**src/rtl/btn_cond_pkg.sv**
```systemverilog
// Shared definitions for the pushbutton conditioner: channel indices of the
// board's five-way pad, the per-channel repeat FSM states and a width helper.
package btn_cond_pkg;

    localparam int BTN_C = 0;
    localparam int BTN_U = 1;
    localparam int BTN_L = 2;
    localparam int BTN_R = 3;
    localparam int BTN_D = 4;

    typedef enum logic [1:0] {
        ST_IDLE   = 2'd0,
        ST_HOLD   = 2'd1,
        ST_REPEAT = 2'd2
    } rep_state_e;

    function automatic int max_int(input int a, input int b);
        return (a > b) ? a : b;
    endfunction

endpackage

```
**src/rtl/btn_channel.sv**
```systemverilog
// One button: 2-flop synchronizer, stable-level debounce and a press/auto-repeat
// pulse generator. btn_pulse is registered so it is glitch-free for the consumer.
module btn_channel
    import btn_cond_pkg::*;
#(
    parameter int DEBOUNCE_CYCLES = 1_000_000,
    parameter int REPEAT_DELAY    = 25_000_000,
    parameter int REPEAT_PERIOD   = 5_000_000,
    parameter bit REPEAT_EN       = 1'b1
) (
    input  logic clk,
    input  logic rst_n,
    input  logic btn_raw,
    output logic btn_level,
    output logic btn_pulse
);

    localparam int CW = $clog2(DEBOUNCE_CYCLES);
    localparam int TW = $clog2(max_int(REPEAT_DELAY, REPEAT_PERIOD));
    localparam logic [CW-1:0] CNT_LAST    = CW'(DEBOUNCE_CYCLES - 1);
    localparam logic [TW-1:0] DELAY_LAST  = TW'(REPEAT_DELAY - 1);
    localparam logic [TW-1:0] PERIOD_LAST = TW'(REPEAT_PERIOD - 1);

    logic          s1_q, s2_q;
    logic          stable_q, stable_d;
    logic [CW-1:0] cnt_q, cnt_d;
    rep_state_e    state_q, state_d;
    logic [TW-1:0] timer_q, timer_d;
    logic          pulse_q, pulse_d;
    logic          accept, rise, fall;

    always_ff @(posedge clk or negedge rst_n) begin
        if (!rst_n) begin
            s1_q     <= 1'b0;
            s2_q     <= 1'b0;
            stable_q <= 1'b0;
            cnt_q    <= '0;
        end else begin
            s1_q     <= btn_raw;
            s2_q     <= s1_q;
            stable_q <= stable_d;
            cnt_q    <= cnt_d;
        end
    end

    // Any sample that agrees with the stable level restarts the count.
    always_comb begin
        accept   = (s2_q != stable_q) && (cnt_q == CNT_LAST);
        stable_d = accept ? s2_q : stable_q;
        if ((s2_q == stable_q) || accept) begin
            cnt_d = '0;
        end else begin
            cnt_d = cnt_q + 1'b1;
        end
        rise = accept && s2_q;
        fall = accept && !s2_q;
    end

    always_ff @(posedge clk or negedge rst_n) begin
        if (!rst_n) begin
            state_q <= ST_IDLE;
            timer_q <= '0;
            pulse_q <= 1'b0;
        end else begin
            state_q <= state_d;
            timer_q <= timer_d;
            pulse_q <= pulse_d;
        end
    end

    always_comb begin
        state_d = state_q;
        timer_d = timer_q;
        if (fall) begin
            state_d = ST_IDLE;
            timer_d = '0;
        end else begin
            case (state_q)
                ST_IDLE: begin
                    if (rise) begin
                        state_d = REPEAT_EN ? ST_HOLD : ST_IDLE;
                        timer_d = '0;
                    end
                end
                ST_HOLD: begin
                    if (timer_q == DELAY_LAST) begin
                        state_d = ST_REPEAT;
                        timer_d = '0;
                    end else begin
                        timer_d = timer_q + 1'b1;
                    end
                end
                ST_REPEAT: begin
                    if (timer_q == PERIOD_LAST) begin
                        timer_d = '0;
                    end else begin
                        timer_d = timer_q + 1'b1;
                    end
                end
                default: begin
                    state_d = ST_IDLE;
                    timer_d = '0;
                end
            endcase
        end
    end

    // A release decision suppresses any repeat pulse due on the same edge.
    always_comb begin
        pulse_d = 1'b0;
        if (!fall) begin
            case (state_q)
                ST_IDLE:   pulse_d = rise;
                ST_HOLD:   pulse_d = (timer_q == DELAY_LAST);
                ST_REPEAT: pulse_d = (timer_q == PERIOD_LAST);
                default:   pulse_d = 1'b0;
            endcase
        end
    end

    assign btn_level = stable_q;
    assign btn_pulse = pulse_q;

endmodule

```
**src/rtl/button_conditioner.sv**
```systemverilog
// Debounces N_BTN raw pushbuttons and produces level plus press/auto-repeat
// pulses; each channel is an independent btn_channel instance.
module button_conditioner
    import btn_cond_pkg::*;
#(
    parameter int               N_BTN           = 5,
    parameter int               DEBOUNCE_CYCLES = 1_000_000,
    parameter int               REPEAT_DELAY    = 25_000_000,
    parameter int               REPEAT_PERIOD   = 5_000_000,
    parameter logic [N_BTN-1:0] REPEAT_MASK     = 5'b11110
) (
    input  logic             clk,
    input  logic             rst_n,
    input  logic [N_BTN-1:0] btn_raw,
    output logic [N_BTN-1:0] btn_level,
    output logic [N_BTN-1:0] btn_pulse
);

    for (genvar gi = 0; gi < N_BTN; gi++) begin : g_chan
        btn_channel #(
            .DEBOUNCE_CYCLES(DEBOUNCE_CYCLES),
            .REPEAT_DELAY   (REPEAT_DELAY),
            .REPEAT_PERIOD  (REPEAT_PERIOD),
            .REPEAT_EN      (REPEAT_MASK[gi])
        ) u_chan (
            .clk      (clk),
            .rst_n    (rst_n),
            .btn_raw  (btn_raw[gi]),
            .btn_level(btn_level[gi]),
            .btn_pulse(btn_pulse[gi])
        );
    end

endmodule

```
**config.mk**
```make
export PLATFORM = sky130hd
export DESIGN_NAME = button_conditioner
export DESIGN_NICKNAME = d
export VERILOG_FILES = /design/src/rtl/btn_cond_pkg.sv /design/src/rtl/btn_channel.sv /design/src/rtl/button_conditioner.sv
export SDC_FILE = /design/constraint.sdc
export NUM_CORES = 1
export LEC_CHECK = 0
export CORE_ASPECT_RATIO = 1.1
export CORE_MARGIN = 3
export CORE_UTILIZATION = 40
export CTS_BUF_LIST = sky130_fd_sc_hd__clkbuf_4
export CTS_CLUSTER_DIAMETER = 60
export CTS_CLUSTER_SIZE = 40
export DETAILED_ROUTE_END_ITERATION = 8
export PLACE_DENSITY = 0.61
export SETUP_SLACK_MARGIN = 0.5
export SYNTH_ARGS = -nofsm -noshare
export SYNTH_HDL_FRONTEND = slang
export SYNTH_SLANG_ARGS = --single-unit
export TNS_END_PERCENT = 100
```
**constraint.sdc**
```tcl
create_clock -name clk -period 5.3 [get_ports clk]
set_clock_uncertainty 0.15 [all_clocks]
set_input_delay 1.06 -clock clk [delete_from_list [all_inputs] [get_ports clk]]
set_output_delay 1.06 -clock clk [all_outputs]
set_load 0.01 [all_outputs]
```
# Word level (Yosys, flattened, before mapping)
# Index checks and enable logic that the tools add are counted.
[word_totals]
reg_bits = 255
inputBits = 7
out_inout_bits = 10
wordCells = 190
[classes]
addsub = 10
eq_ne = 50
n_mux = 60
reduce_logical = 35
[op_table]
columns = ["cell", "n"]
rows = [
  ["25-bit 2-to-1 mux", 20],
  ["25-bit one-hot mux with 3 select lines", 5],
  ["25-bit by 1-bit adder with 25-bit output, second input constant", 5],
  ["25-bit by 23-bit equality test with 1-bit output, second input constant", 5],
  ["25-bit equality test, second input constant", 5],
  ["20-bit by 1-bit adder with 20-bit output, second input constant", 5],
  ["20-bit equality test, second input constant", 5],
  ["20-bit 2-to-1 mux", 5],
  ["2-bit 2-to-1 mux", 15],
  ["3-bit by 1-bit inequality test with 1-bit output, second input constant", 10],
  ["2-bit one-hot mux with 3 select lines", 5],
  ["1-bit logical AND", 15],
  ["1-bit one-hot mux with 3 select lines", 5],
  ["3-bit AND reduction", 5],
  ["2-bit by 1-bit equality test with 1-bit output, second input constant", 5],
  ["2-bit equality test, second input constant", 5],
  ["2-bit zero test", 5],
  ["2-bit by 1-bit inequality test with 1-bit output, second input constant", 5],
  ["1-bit equality test", 5],
  ["1-bit zero test", 5],
  ["1-bit logical OR", 5],
  ["1-bit 2-to-1 mux", 5],
  ["1-bit inequality test", 5],
]

# Depth between registers and ports, before layout
[depth]
depth_word = 6
mapped_depth = 9
mapped_depth_nobuf = 7

# Modules after synthesis
# From an unflattened synthesis, not the netlist that was laid out.
[hier_totals]
cells_unflattened = 1300
hier_area_um2 = 12515.8
[modules_own_cells]
columns = ["module", "instances", "cells_each", "area_per_inst_um2", "seq_area_each_um2"]
rows = [
  ["btn_channel (g_chan[1].u_chan ...)", 3, 302, 2890.3, 1276.2],
  ["btn_channel (g_chan[4].u_chan)", 1, 285, 2716.4, 1276.2],
  ["btn_channel (g_chan[0].u_chan)", 1, 109, 1128.6, 600.6],
]

# Worst setup path before layout
# No wires, ideal clock.
[synth_path]
kind = "register to register"
from = "reg g_chan[4].u_chan.cnt_q[0]"
to = "reg g_chan[4].u_chan.timer_q[6]"
arrival_ps = 2320
setup_slack_ps = 2762
stages_incl_launch_ff = 10
path_cell_list = "dfrtp_1 -> ha_1 -> nand3_2 -> or4_1 -> buf_2 -> o31ai_4 -> o211ai_2 -> buf_6 -> or3_1 -> nand3_1"
[synth_via]
elab_chain_len = 4
[synth_lines]
columns = ["item", "line_no", "source"]
rows = [
  ["start, declared", "btn_channel.sv:26", "logic [CW-1:0] cnt_q, cnt_d;"],
  ["start signal, assigned", "btn_channel.sv:42", "cnt_q <= cnt_d;"],
  ["20-bit equality test (*)", "btn_channel.sv:48", "accept = (s2_q != stable_q) && (cnt_q == CNT_LAST);"],
  ["1-bit logical AND (*)", "btn_channel.sv:48", ""],
  ["1-bit logical AND (on tied branches)", "btn_channel.sv:56, btn_channel.sv:55", ""],
  ["3-bit by 1-bit inequality test with 1-bit output (no source line) or 25-bit 2-to-1 mux (tied branches)", "-", ""],
  ["end signal, assigned", "btn_channel.sv:66", "timer_q <= timer_d;"],
  ["end, declared", "btn_channel.sv:28", "logic [TW-1:0] timer_q, timer_d;"],
]
# Every way passes the cells marked *; elsewhere a longest branch is shown, timed or not.
# A chain may end at the register's enable or synchronous reset.

# Worst setup path in the final report
[layout_path]
from = "reg g_chan[4].u_chan.cnt_q[0]"
to = "reg g_chan[4].u_chan.timer_q[12]"
# The elaborated chain is that of the path after synthesis.

==> metrics.csv <==
metric,value,unit
antenna_found_initial,1,
p_sw_share,25.1,%
wl,24600,um
synth_flop_cell,dfrtp_1,
internal_power,2.12,mW
synth_edf_count,0,
synthMuxAreaShare,0.596,%
crit_path_end_kind,flop,
r2r-start,g_chan[4].u_chan.cnt_q[0],
p_seq_share,62.4,%
yosysUniqueCellTypes,68,
dieArea,0.0331,sq mm
ant_nets,0,
hold_path.class,flop to flop,
required,5650,ps
hold_viol,0,
grt_pass1_wl,44100,um
final_area,0.0132,sq mm
nNetsFinal,1374,
cts-root-buf,clkbuf_4,
outcome,"complete, no violations",
path_class,flop to flop,
ir_worst_vdd,0.000230,V
cts_hold_buf,0,
r2r_end,g_chan[4].u_chan.timer_q[12],
report.final.slew_viol_count,0,
std_cell_rows,66,
pwr_density_cell,215,mW/mm^2
dpl-instance-area,0.0128,sq mm
vias_per_cell,5.45,
synth_seq_cells,228,
ff2ff_path_depth,7,
worst_slew_pin_slew,1030,ps
dieWidth,174,um
numCtsBuffers,21,
initial_core_util,41.2,%
worstPathMaxFanout,14,
gp_congestion,0.784,
yosysTopAreaCell,dfrtp_1,
synthCells,1341,
whs_path_depth,0,
wl_met1,12000,um
hold_start,g_chan[0].u_chan.s1_q,
top_layer,met4,
area_delta_synth_final,6.40,%
syn-num-nets,1377,
synth_fa_ha_area_share,2.93,%
relSlewSlack,31.2,%
drt_first_pass_iters,5,
cts_tree,built,
synthSimpleGateAreaFrac,29.7,%
crit_path_start_kind,flop,
min_period,3240,ps
grt_pass1_vias,9322,
power,2.83,mW
dr_wl_met2,11600,um
htree_num_levels,1,
clock_latency,690,ps
die_h,191,um
port_buffers,16,
fin_tns_setup,0,ps
timing.fmax,309,MHz
synth_top_family_by_area,simple AND/OR/NAND/NOR gates,
postCtsSetupRepairBufs,0,
drt-wirelength-per-cell,14.0,um
synth_area_per_cell,9.24,sq um
cts_sinks,228,
ys_async_sr_fraction,100,%
leakage,5.33,nW
rrSetupSlack,2060,ps
syn_area,0.0124,sq mm
synth_xor_xnor_area_share,6.44,%
yosys-top-cells-area,"dfrtp_1, nand3_1, nand2_1",
fin_crit_sh,61.1,%
grt_max_degree,136,
pwr-share-clk,35.1,%
core-area,0.0301,sq mm
power.switching,712,uW
io_pins,17,
yosys_warnings,0,
combPwrFrac,2.6,%
hold_end,g_chan[0].u_chan.s2_q,
grt_usage,15.1,%
maxCapViolCount,0,
cp.arrival,3590,ps
cts_resized,0,
final_layout_size_suffix_gt1_share,5.47,%
cts_buffer_depth,3,
drtIter0Drc,672,
rsz0062_at_grt,false,
gr-total-overflow,0,
synth_top_cell_area_share,46.1,%
drc,0,
dp_hpwl,16200,um
cts.clk_slew.worst_paths,180,ps
synth_compound_area_share,10.5,%
vias,9599,
synth_seq_area_share,46.1,%
setup_violations,0,
hold_ws,214,ps
route.met3.wl,719,um
-- worst max-delay path, cell delays in order, from the launching register on --
cell and delay, ps:
dfrtp_1 420, ha_1 210, nand3_2 140, or4_1 680, o41a_1 400, o21a_1 290, nor2_1 620, nor2_1 130
-- worst max-delay path by stage --
stage                              startpoint                           end  cells after the start
finish              g_chan[4].u_chan.cnt_q[0]  g_chan[4].u_chan.timer_q[12]                      7
global route        g_chan[4].u_chan.cnt_q[0]  g_chan[4].u_chan.timer_q[12]                      7
CTS                 g_chan[4].u_chan.cnt_q[0]  g_chan[4].u_chan.timer_q[15]                      7
detailed placement  g_chan[4].u_chan.cnt_q[0]  g_chan[4].u_chan.timer_q[23]                      7
global placement    g_chan[4].u_chan.cnt_q[0]  g_chan[4].u_chan.timer_q[13]                      7
floorplan           g_chan[4].u_chan.cnt_q[0]   g_chan[4].u_chan.timer_q[6]                      9
-- cell families after synthesis --
kind of cell / Yosys count
muxes: 7
AOI/OAI and AO/OA: 182
buffers and inverters: 95
DFF: 228
adders and majority gates: 29
and+or+nand+nor: 709
xor gates and xnor gates: 91
-- cells in the final DEF (no fill, tap or decap), types with 4 or more instances in the layout --
cell,instances
o31a_1,8
or3_1,55
nand2b_1,5
nand4_1,43
nor3b_1,14
o311ai_1,14
o311ai_0,13
o21a_1,9
a21o_1,11
dfrtp_1,228
nand3_1,150
clkbuf_4,23
mux2i_1,4
ha_1,29
nand2_1,148
o21ai_0,58
nor2_1,135
a21oi_1,34
xor2_1,51
or2_2,9
xnor2_1,40
and3_1,24
nor4_1,18
or4_1,14
nor4bb_1,4
nor4b_1,10
o211ai_2,5
inv_1,50
and2_1,6
nor3_1,35
clkdlybuf4s50_1,15
and4_1,19
-- power groups by stage --
stage               logic [mW]  clock network, mW  registers (mW)
CTS                     0.0771               1.05            1.77
detailed placement      0.0766                  0            1.80
finish                  0.0724              0.992            1.77
floorplan               0.0286                  0            1.80
global placement        0.0762                  0            1.80
global route            0.0863               1.12            1.77
-- per-stage QoR --
step	utilization (%)	cells	setup slack (ps)
finish	43.8	1762	2060
global route	43.8	1762	1740
CTS	43.8	1761	2000
detailed placement	42.6	1723	2120
global placement	42.6	1723	2220
floorplan	-	1341	2760
-- synth_stat cells (3+ instances only) --
cell	instances
ha_1	29
nor2_1	135
buf_4	13
and2_1	6
a21o_1	11
nor3b_1	14
dfrtp_1	228
and3_1	24
or2_2	9
o21ai_0	58
xnor2_1	40
o311ai_0	13
mux2_2	3
buf_6	6
nand2_1	148
o31ai_4	3
nand2b_1	5
o22a_1	3
nand3_2	3
nand3_1	150
and4_1	19
xor2_1	51
or3_1	55
nand3b_1	3
mux2i_1	4
nand4_1	43
nor4_1	18
a21oi_1	34
o311ai_1	14
or4_1	14
inv_1	50
buf_2	9
nor4bb_1	4
o31a_1	8
clkbuf_1	13
o21a_1	9
nor2b_1	3
nor4b_1	10
nor3_1	35
o211ai_2	5
-- registers in the layout (all words and copies together) (netlist names) --
name	count
g_chan.u_chan.s2_q	5
g_chan.u_chan.state_q	8
g_chan.u_chan.timer_q	100
g_chan.u_chan.cnt_q	100
g_chan.u_chan.btn_pulse	5
g_chan.u_chan.s1_q	5
g_chan.u_chan.btn_level	5
-- routing by layer --
layer  track usage, %  up-vias
met4             3.99        0
li1                 -     4827
met3             1.85       31
met2             25.2      111
met5                0        -
met1             20.9     4630
-- area by class of cell --
cell class	instances	area, sq um
antenna	1	2.50
clock buffer	23	173
sequential	228	5710
timing repair buffer	19	200
clock inverter	15	183
inverter	50	188
multi-input combinational	1018	6210
tap	408	510
fill	2979	16900
Note: power is estimated with default switching activity, not from simulation.
